$ cat src/rtl/mul_pipeline_pkg.sv
// Shared definitions for the multiply pipeline: default word size and funct3 encodings.
// High-half result support in the datapath is compiled in only when MUL_HIGH_EN is defined.
`ifndef WORD_SIZE
`define WORD_SIZE 32
`endif

package mul_pipeline_pkg;

    localparam int DEFAULT_WORD_SIZE = `WORD_SIZE;

    localparam logic [2:0] MUL_F3_MUL    = 3'b000;
    localparam logic [2:0] MUL_F3_MULH   = 3'b001;
    localparam logic [2:0] MUL_F3_MULHSU = 3'b010;
    localparam logic [2:0] MUL_F3_MULHU  = 3'b011;

    typedef enum logic [1:0] {
        SEL_LOW,
        SEL_HIGH_SS,
        SEL_HIGH_SU,
        SEL_HIGH_UU
    } mul_sel_e;

    // Encodings with funct3[2] set are not multiplies we know, so they fall back to MUL.
    function automatic mul_sel_e decode_f3(input logic [2:0] f3);
        mul_sel_e sel;
        case (f3)
            MUL_F3_MULH:   sel = SEL_HIGH_SS;
            MUL_F3_MULHSU: sel = SEL_HIGH_SU;
            MUL_F3_MULHU:  sel = SEL_HIGH_UU;
            default:       sel = SEL_LOW;
        endcase
        return sel;
    endfunction

endpackage

$ cat src/rtl/mul_stage.sv
// One pipeline slice: valid bit, tag and data register with elastic advance logic.
// A slice loads whenever it is empty or its contents move on to the next slice.
module mul_stage #(
    parameter int DATA_W = 32,
    parameter int TAG_W  = 7
) (
    input  logic              clk,
    input  logic              reset,
    input  logic              next_ready,
    input  logic              in_valid,
    input  logic [TAG_W-1:0]  in_tag,
    input  logic [DATA_W-1:0] in_data,
    output logic              valid,
    output logic [TAG_W-1:0]  tag,
    output logic [DATA_W-1:0] data,
    output logic              ready
);

    assign ready = ~valid | next_ready;

    always_ff @(posedge clk) begin
        if (reset) begin
            valid <= 1'b0;
            tag   <= '0;
            data  <= '0;
        end else if (ready) begin
            valid <= in_valid;
            tag   <= in_tag;
            data  <= in_data;
        end
    end

endmodule

$ cat src/rtl/mul_pipeline.sv
// Elastic multiply pipeline of MUL_STAGES slices with in-order results and bubble collapsing.
// Define MUL_HIGH_EN to build MULH/MULHSU/MULHU; otherwise every funct3 yields the low product.
module mul_pipeline
    import mul_pipeline_pkg::*;
#(
    parameter int WORD_SIZE  = DEFAULT_WORD_SIZE,
    parameter int MUL_STAGES = 4,
    parameter int ROB_ID_SZ  = 7
) (
    input  logic                 clk,
    input  logic                 reset,
    input  logic                 valid,
    input  logic [2:0]           funct3,
    input  logic [WORD_SIZE-1:0] s1,
    input  logic [WORD_SIZE-1:0] s2,
    input  logic [ROB_ID_SZ-1:0] rob_id,
    input  logic                 stall,
    output logic                 stall_out,
    output logic [WORD_SIZE-1:0] result_out,
    output logic [ROB_ID_SZ-1:0] rob_id_out,
    output logic                 valid_out
);

    localparam int W = WORD_SIZE;
    localparam int LAST = MUL_STAGES - 1;

`ifdef MUL_HIGH_EN
    localparam int OP_W = 2 * W + 3;
`else
    localparam int OP_W = 2 * W;
`endif

    if (MUL_STAGES < 2 || MUL_STAGES > 8) begin : g_bad_stages
        $error("mul_pipeline: MUL_STAGES must be within 2..8");
    end

    logic [MUL_STAGES-1:0] stage_valid;
    logic [MUL_STAGES:0]   stage_ready;
    logic [ROB_ID_SZ-1:0]  stage_tag [MUL_STAGES];

    logic [OP_W-1:0] op_in;
    logic [OP_W-1:0] op_data;
    logic [W-1:0]    res_in   [1:LAST];
    logic [W-1:0]    res_data [1:LAST];

    logic [W-1:0] op_a;
    logic [W-1:0] op_b;
    logic [W-1:0] product;

    // The last slice drains when downstream takes it; readiness ripples back from here.
    assign stage_ready[MUL_STAGES] = ~stall;

    // Stage 0 is the only slice that can hold an offered op, so its readiness is the stall.
    assign stall_out = ~stage_ready[0];

`ifdef MUL_HIGH_EN
    logic [2:0]     op_f3;
    mul_sel_e       op_sel;
    logic [2*W-1:0] ext_a;
    logic [2*W-1:0] ext_b;
    logic [2*W-1:0] full;

    assign op_in = {funct3, s1, s2};
    assign {op_f3, op_a, op_b} = op_data;

    // Sign-extending into 2W bits lets one unsigned multiplier serve every variant.
    always_comb begin
        op_sel = decode_f3(op_f3);
        ext_a  = {{W{1'b0}}, op_a};
        ext_b  = {{W{1'b0}}, op_b};
        case (op_sel)
            SEL_HIGH_SS: begin
                ext_a = {{W{op_a[W-1]}}, op_a};
                ext_b = {{W{op_b[W-1]}}, op_b};
            end
            SEL_HIGH_SU: ext_a = {{W{op_a[W-1]}}, op_a};
            default: ;
        endcase
        full    = ext_a * ext_b;
        product = (op_sel == SEL_LOW) ? full[W-1:0] : full[2*W-1:W];
    end
`else
    assign op_in = {s1, s2};
    assign {op_a, op_b} = op_data;

    always_comb begin
        product = op_a * op_b;
    end
`endif

    for (genvar i = 0; i < MUL_STAGES; i++) begin : g_stage
        if (i == 0) begin : g_first
            mul_stage #(
                .DATA_W (OP_W),
                .TAG_W  (ROB_ID_SZ)
            ) u_stage (
                .clk        (clk),
                .reset      (reset),
                .next_ready (stage_ready[1]),
                .in_valid   (valid),
                .in_tag     (rob_id),
                .in_data    (op_in),
                .valid      (stage_valid[0]),
                .tag        (stage_tag[0]),
                .data       (op_data),
                .ready      (stage_ready[0])
            );
        end else begin : g_rest
            if (i == 1) begin : g_product
                assign res_in[i] = product;
            end else begin : g_carry
                assign res_in[i] = res_data[i-1];
            end

            mul_stage #(
                .DATA_W (W),
                .TAG_W  (ROB_ID_SZ)
            ) u_stage (
                .clk        (clk),
                .reset      (reset),
                .next_ready (stage_ready[i+1]),
                .in_valid   (stage_valid[i-1]),
                .in_tag     (stage_tag[i-1]),
                .in_data    (res_in[i]),
                .valid      (stage_valid[i]),
                .tag        (stage_tag[i]),
                .data       (res_data[i]),
                .ready      (stage_ready[i])
            );
        end
    end

    assign valid_out  = stage_valid[LAST];
    assign rob_id_out = stage_tag[LAST];
    assign result_out = res_data[LAST];

endmodule
$ cat config.mk
export PLATFORM = sky130hd
export DESIGN_NAME = mul_pipeline
export DESIGN_NICKNAME = d
export VERILOG_FILES = /design/src/rtl/mul_pipeline_pkg.sv /design/src/rtl/mul_stage.sv /design/src/rtl/mul_pipeline.sv
export SDC_FILE = /design/constraint.sdc
export NUM_CORES = 2
export LEC_CHECK = 0
export ABC_AREA = 1
export CORE_AREA = 2 2 240 242
export CTS_CLUSTER_DIAMETER = 60
export DETAILED_ROUTE_END_ITERATION = 8
export DIE_AREA = 0 0 242 244
export PLACE_DENSITY = 0.61
export SETUP_SLACK_MARGIN = 0.3
export SKIP_CTS_REPAIR_TIMING = 1
export SLEW_MARGIN = 20
export SYNTH_ARGS = -nofsm -noshare
export SYNTH_HDL_FRONTEND = slang
export SYNTH_HIERARCHICAL = 1
export SYNTH_SLANG_ARGS = --single-unit
$ cat constraint.sdc
create_clock -name clk -period 16.7 [get_ports clk]
set_input_delay 3.34 -clock clk [delete_from_list [all_inputs] [get_ports clk]]
set_output_delay 3.34 -clock clk [all_outputs]
set_load 0.01 [all_outputs]
Word-level counts from Yosys, hierarchy flattened

Index checks and enable logic that the tools add are counted.

Logic and storage cells: 23
Output and inout port bits: 41
Flip-flop bits (word level): 192
Input bits: 78

Bitwise logic cells: 10
Multipliers: 1

Operators by type and width:

| operator                     | count |
|---|---|
| multiplier 32 x 32 -> 32 bit | 1 |
| NOT 1 bit                    | 6 |
| bitwise OR 1 bit             | 4 |

Logic depth before layout (Yosys ltp)

Depth after elaboration: 6
Mapped depth: 33
Depth with buffers taken out: 31

Cells and area by module

The synthesis kept the hierarchy.

By module, submodules not included:

| module                                    | area an instance (um2) | sequential area each (um2) | times used | cells each |
|---|---|---|---|---|
| mul_pipeline                              | 17005.1                | 0.0                        | 1          | 2323 |
| mul_stage (g_stage[1].g_rest.u_stage ...) | 1699.1                 | 800.8                      | 3          | 258 |
| mul_stage (g_stage[0].g_first.u_stage)    | 3044.2                 | 1441.4                     | 1          | 463 |

Worst setup path before layout

No wires, ideal clock.

Path type: input to output
From: input port stall
To: output port stall_out
Buffers on the path: 4
Slack: 8.165 ns
Data arrival time: 5.195 ns
Cell stages on the path: 14
Required time: 13.360 ns
Path through: inv_1 -> nor2_2 -> buf_2 -> inv_1 -> nor2_2 -> buf_2 -> inv_1 -> nor2_2 -> buf_2 -> inv_1 -> nor2_4 -> buf_2 -> inv_1 -> inv_1

Word-level cells in the longest chain between the ends: 6

RTL lines:

| what                     | RTL line           | source |
|---|---|---|
| start: declaration       | mul_pipeline.sv:17 | `input logic stall,` |
| NOT 1 bit                | mul_pipeline.sv:51 | `assign stage_ready[MUL_STAGES] = ~stall;` |
| bitwise OR 1 bit         | mul_stage.sv:19    | `assign ready = ~valid \| next_ready;` |
| named net stage_ready[3] | mul_pipeline.sv:38 | `logic [MUL_STAGES:0] stage_ready;` |
| bitwise OR 1 bit         | mul_stage.sv:19    |  |
| named net stage_ready[2] | mul_pipeline.sv:38 |  |
| bitwise OR 1 bit         | mul_stage.sv:19    |  |
| named net stage_ready[1] | mul_pipeline.sv:38 |  |
| bitwise OR 1 bit         | mul_stage.sv:19    |  |
| named net stage_ready[0] | mul_pipeline.sv:38 |  |
| NOT 1 bit                | mul_pipeline.sv:54 | `assign stall_out = ~stage_ready[0];` |
| end: declaration         | mul_pipeline.sv:18 | `output logic stall_out,` |

The timed path passes the listed nets, and every way through them passes these cells.

Worst setup path after layout

From: input port stall
To: output port stall_out

Word-level cells in the longest chain between the ends: 6

RTL lines:

| what                     | RTL line |
|---|---|
| NOT 1 bit                | mul_pipeline.sv:51 |
| named net stage_ready[4] | mul_pipeline.sv:38 |
| bitwise OR 1 bit         | mul_stage.sv:19 |
| named net stage_ready[3] | mul_pipeline.sv:38 |
| bitwise OR 1 bit         | mul_stage.sv:19 |
| named net stage_ready[2] | mul_pipeline.sv:38 |
| bitwise OR 1 bit         | mul_stage.sv:19 |
| named net stage_ready[1] | mul_pipeline.sv:38 |
| bitwise OR 1 bit         | mul_stage.sv:19 |
| named net stage_ready[0] | mul_pipeline.sv:38 |
| NOT 1 bit                | mul_pipeline.sv:54 |

The timed path passes the listed nets, and every way through them passes these cells.

==> impl_metrics.prom <==
# TYPE chip_impl_metric gauge
chip_impl_info{name="run_status",value="finished clean"} 1
chip_impl_metric{name="holdPathStages",unit=""} 2
chip_impl_info{name="crit_top_cell",value="sky130_fd_sc_hd__inv_1"} 1
chip_impl_metric{name="ctsLongestPathBuffers",unit=""} 2
chip_impl_metric{name="drc_marker_count_from_the_first_detailed_route_iteration",unit=""} 1188
chip_impl_info{name="worst_hold_path.endpoint",value="g_stage[3].g_rest.u_stage/data[6]"} 1
chip_impl_metric{name="core_region_area",unit="µm²"} 56200
chip_impl_metric{name="mappedNetlistArea",unit="µm²"} 25100
chip_impl_metric{name="r2r_cells",unit=""} 25
chip_impl_metric{name="placementRows",unit=""} 87
chip_impl_metric{name="ys_async_sr_fraction",unit="%"} 0
chip_impl_metric{name="critical_path.max_fanout",unit=""} 73
chip_impl_metric{name="number_of_global_route_vias_before_repair",unit=""} 20534
chip_impl_metric{name="leftover_overflow_at_the_end_of_global_routing",unit=""} 0
chip_impl_info{name="tritoncts",value="yes"} 1
chip_impl_metric{name="grt_usage",unit="%"} 22.5
chip_impl_info{name="crit_path_end_kind",value="output pin"} 1
chip_impl_metric{name="drc",unit=""} 0
chip_impl_metric{name="totalNegativeSetupSlack",unit="ns"} 0
chip_impl_metric{name="post_drt_via_cell_ratio",unit=""} 4.63
chip_impl_metric{name="wire_length_per_cell_after_detailed_routing",unit="µm"} 14.5
chip_impl_metric{name="maxSlewViolCount",unit=""} 0
chip_impl_metric{name="cts_made_buffers",unit=""} 17
chip_impl_metric{name="setup_viol",unit=""} 0
chip_impl_metric{name="layout_worst_path_cycle_share",unit="%"} 60.4
chip_impl_info{name="busiest_layer_in_global_routing",value="met2"} 1
chip_impl_metric{name="finalCoreUtilization",unit="%"} 48.6
chip_impl_metric{name="num-nets-final",unit=""} 4166
chip_impl_metric{name="synth.yosys.seq_area_share",unit="%"} 15.3
chip_impl_metric{name="post_synth_edffs",unit=""} 0
chip_impl_metric{name="grt_pass1_wl",unit="µm"} 106000
chip_impl_metric{name="layout-drive-gt1-share",unit="%"} 3.50
chip_impl_metric{name="die_width",unit="µm"} 242
chip_impl_metric{name="detailroute.via_count",unit=""} 20043
chip_impl_info{name="post-synth-top-count-cell",value="sky130_fd_sc_hd__inv_1"} 1
chip_impl_info{name="synth.top_cells.by_count",value="sky130_fd_sc_hd__inv_1, sky130_fd_sc_hd__nand2_1, sky130_fd_sc_hd__fa_1"} 1
chip_impl_metric{name="io_buffers",unit=""} 115
chip_impl_info{name="critPathLaunchType",value="input port"} 1
chip_impl_metric{name="area.sequential",unit="µm²"} 3850
chip_impl_info{name="worstReg2RegStart",value="g_stage[0].g_first.u_stage/data[47]"} 1
chip_impl_metric{name="leakagePower",unit="µW"} 0.0154
chip_impl_metric{name="postSynthNetCount",unit=""} 4169
chip_impl_metric{name="path_clk_slew",unit="ns"} 0.08
chip_impl_metric{name="syn_to_final_growth",unit="%"} 8.46
chip_impl_metric{name="groute.layer.met3.usage",unit="%"} 4.06
chip_impl_metric{name="initial_core_util",unit="%"} 44.8
chip_impl_metric{name="minimum_setup_slack_after_placement",unit="ns"} 6.50
chip_impl_info{name="grt_setup_unrepaired",value="no"} 1
chip_impl_metric{name="cts.htree.levels",unit=""} 4
chip_impl_metric{name="hold-worst-slack",unit="ns"} 0.481
chip_impl_metric{name="worst_ir_drop_vdd",unit="mV"} 0.139
chip_impl_metric{name="clkLatencyLatePin",unit="ns"} 0.50
chip_impl_metric{name="syn-mean-instance-area",unit="µm²"} 7.06
chip_impl_metric{name="fmaxAchievable",unit="MHz"} 99.1
chip_impl_metric{name="die_y",unit="µm"} 244
chip_impl_metric{name="finClkSkew",unit="ns"} 0.0145
chip_impl_metric{name="largest_net_degree_at_the_start_of_global_routing",unit=""} 74
chip_impl_metric{name="grt.met1_usage",unit="%"} 28.9
chip_impl_metric{name="detailedRoute.firstPassIterationCount",unit=""} 7
chip_impl_metric{name="synthesis.yosys.warnings",unit=""} 6
chip_impl_metric{name="ys_types",unit=""} 36
chip_impl_metric{name="die_area",unit="µm²"} 59000
chip_impl_metric{name="grtUsageMet2",unit="%"} 38.8
chip_impl_metric{name="timing.critical_path.required",unit="ns"} 13.36
chip_impl_info{name="crit_path_cell_trace",value="clkdlybuf4s50_1 -> inv_1 -> nor2_2 -> buf_4 -> inv_1 -> nor2_2 -> inv_1 -> nor2_2 -> buf_4 -> inv_1 -> nor2_4 -> buf_4 -> inv_1 -> inv_1 -> clkdlybuf4s50_1"} 1
chip_impl_metric{name="placer_congestion",unit=""} 0.892
chip_impl_metric{name="area_share_of_the_largest_cell_type_after_synthesis",unit="%"} 32.5
chip_impl_info{name="yosysTopAreaCell",value="sky130_fd_sc_hd__fa_1"} 1
chip_impl_metric{name="number_of_maximum_capacitance_constraint_violations",unit=""} 0
chip_impl_metric{name="top_level_ports",unit=""} 119
chip_impl_metric{name="post-route-min-period",unit="ns"} 10.09
chip_impl_metric{name="multiInputGateArea",unit="µm²"} 16600
chip_impl_info{name="r2r-end",value="g_stage[1].g_rest.u_stage/data[31]"} 1
chip_impl_metric{name="critPathArrivalTime",unit="ns"} 6.75
chip_impl_metric{name="antenna_found_initial",unit=""} 1
chip_impl_info{name="critPathKind",value="in2out"} 1
chip_impl_metric{name="power_density",unit="nW/µm²"} 90.2
chip_impl_info{name="crit_slowest_cell",value="sky130_fd_sc_hd__buf_4"} 1
chip_impl_metric{name="syn_inst",unit=""} 3560
chip_impl_info{name="hold_path.class",value="reg2reg"} 1
chip_impl_info{name="clk_root_buffer_cell",value="sky130_fd_sc_hd__clkbuf_16"} 1
chip_impl_info{name="min-delay-start",value="g_stage[2].g_rest.u_stage/data[6]"} 1
chip_impl_metric{name="synth_seq_cells",unit=""} 192
chip_impl_metric{name="fin_ws",unit="ns"} 6.61
chip_impl_metric{name="actual_slew_at_the_worst_max_slew_pin",unit="ns"} 1.03
chip_impl_metric{name="postRouteAntennaNets",unit=""} 0
chip_impl_info{name="ys_top_cells_by_area",value="sky130_fd_sc_hd__fa_1, sky130_fd_sc_hd__dfxtp_1, sky130_fd_sc_hd__inv_1"} 1
chip_impl_metric{name="detailedPlacementHpwl",unit="µm"} 46100
chip_impl_metric{name="final_wl",unit="µm"} 62700
chip_impl_info{name="ys.flop_type",value="sky130_fd_sc_hd__dfxtp_1"} 1
chip_impl_metric{name="regToRegSetupSlack",unit="ns"} 9.11
chip_impl_metric{name="finalHoldViolations",unit=""} 0
chip_impl_metric{name="critical_path_s_largest_stage_delay",unit="ns"} 0.55
chip_impl_metric{name="max-slew-margin-rel",unit="%"} 31.0
chip_impl_metric{name="layout.filler_cells",unit=""} 5776
chip_impl_metric{name="cts_sinks",unit=""} 192
==> worst max path at each step <==
stage          start   endpoint  slack, ns  cells after the start
6_report       stall  stall_out       6.61                     15
5_1_grt        stall  stall_out       6.24                     15
4_1_cts        stall  stall_out       6.50                     15
3_5_place_dp   stall  stall_out       6.50                     15
3_3_place_gp   stall  stall_out       6.52                     15
2_1_floorplan  stall  stall_out       8.16                     14
==> cell families after synthesis <==
logic type               count (synthesis)  synth area share, %
XOR/XNOR                                32                 1.11
adder cells (fa/ha/maj)                531                 38.6
AND/OR/NAND/NOR                       1557                 25.0
AO/OA/AOI/OAI                           63                 1.53
buffers and inverters                 1185                 18.5
flip-flops                             192                 15.3
==> through the flow <==
step | cells | instance area, µm² | power, µW
after CTS | 4326 | 27300 | 2490
final | 4327 | 27300 | 2460
after floorplan | 3560 | 25100 | 1640
after global routing | 4326 | 27300 | 2710
after detailed placement | 4294 | 26700 | 2060
after global placement | 4294 | 26700 | 2050
==> cell type report <==
cell class,count,share of cell area [%]
inverters,1003,13.8
clock inverters,14,0.532
repair buffers,160,5.46
flip-flops and latches,192,14.1
diodes,1,0.00917
clock buffers,18,1.57
multi-input cells,2183,61.0
well taps,756,3.47
==> registers in the layout, summed over array words and instances, names as in the netlist <==
name                           cells
g_stage.g_rest.u_stage/data       96
g_stage.g_first.u_stage/data      64
g_stage.g_rest.u_stage/tag        21
g_stage.g_first.u_stage/tag        7
g_stage.g_rest.u_stage/valid       3
g_stage.g_first.u_stage/valid      1
==> layer usage <==
layer	share of wire, %	up-vias	wire (µm)
met5	0	-	0
met4	2.2	0	1390
met3	5.6	94	3510
met2	49	490	30400
met1	44	9448	27400
li1	-	10011	-
==> layout by cell type, fill, tap and decap left out, types with 17 or more instances in the layout <==
master,n
sky130_fd_sc_hd__a21oi_1,30
sky130_fd_sc_hd__buf_4,45
sky130_fd_sc_hd__clkbuf_16,17
sky130_fd_sc_hd__clkdlybuf4s50_1,115
sky130_fd_sc_hd__dfxtp_1,186
sky130_fd_sc_hd__fa_1,408
sky130_fd_sc_hd__ha_1,123
sky130_fd_sc_hd__inv_1,991
sky130_fd_sc_hd__nand2_1,864
sky130_fd_sc_hd__nand2_2,19
sky130_fd_sc_hd__nand3_1,244
sky130_fd_sc_hd__nor2_1,407
sky130_fd_sc_hd__xor2_1,19
==> where the power goes <==
| part | internal, µW | switching [µW] |
|---|---|---|
| logic | 587 | 902 |
| clock network | 198 | 207 |
| registers | 519 | 47.6 |
| total | 1300 | 1160 |
==> worst max-delay path, delay by kind of cell <==
family | cells | cell delay (ns)
simple gates | 4 | 0.45
buf+inv | 11 | 2.90
Note: power is estimated with default switching activity, not from simulation.
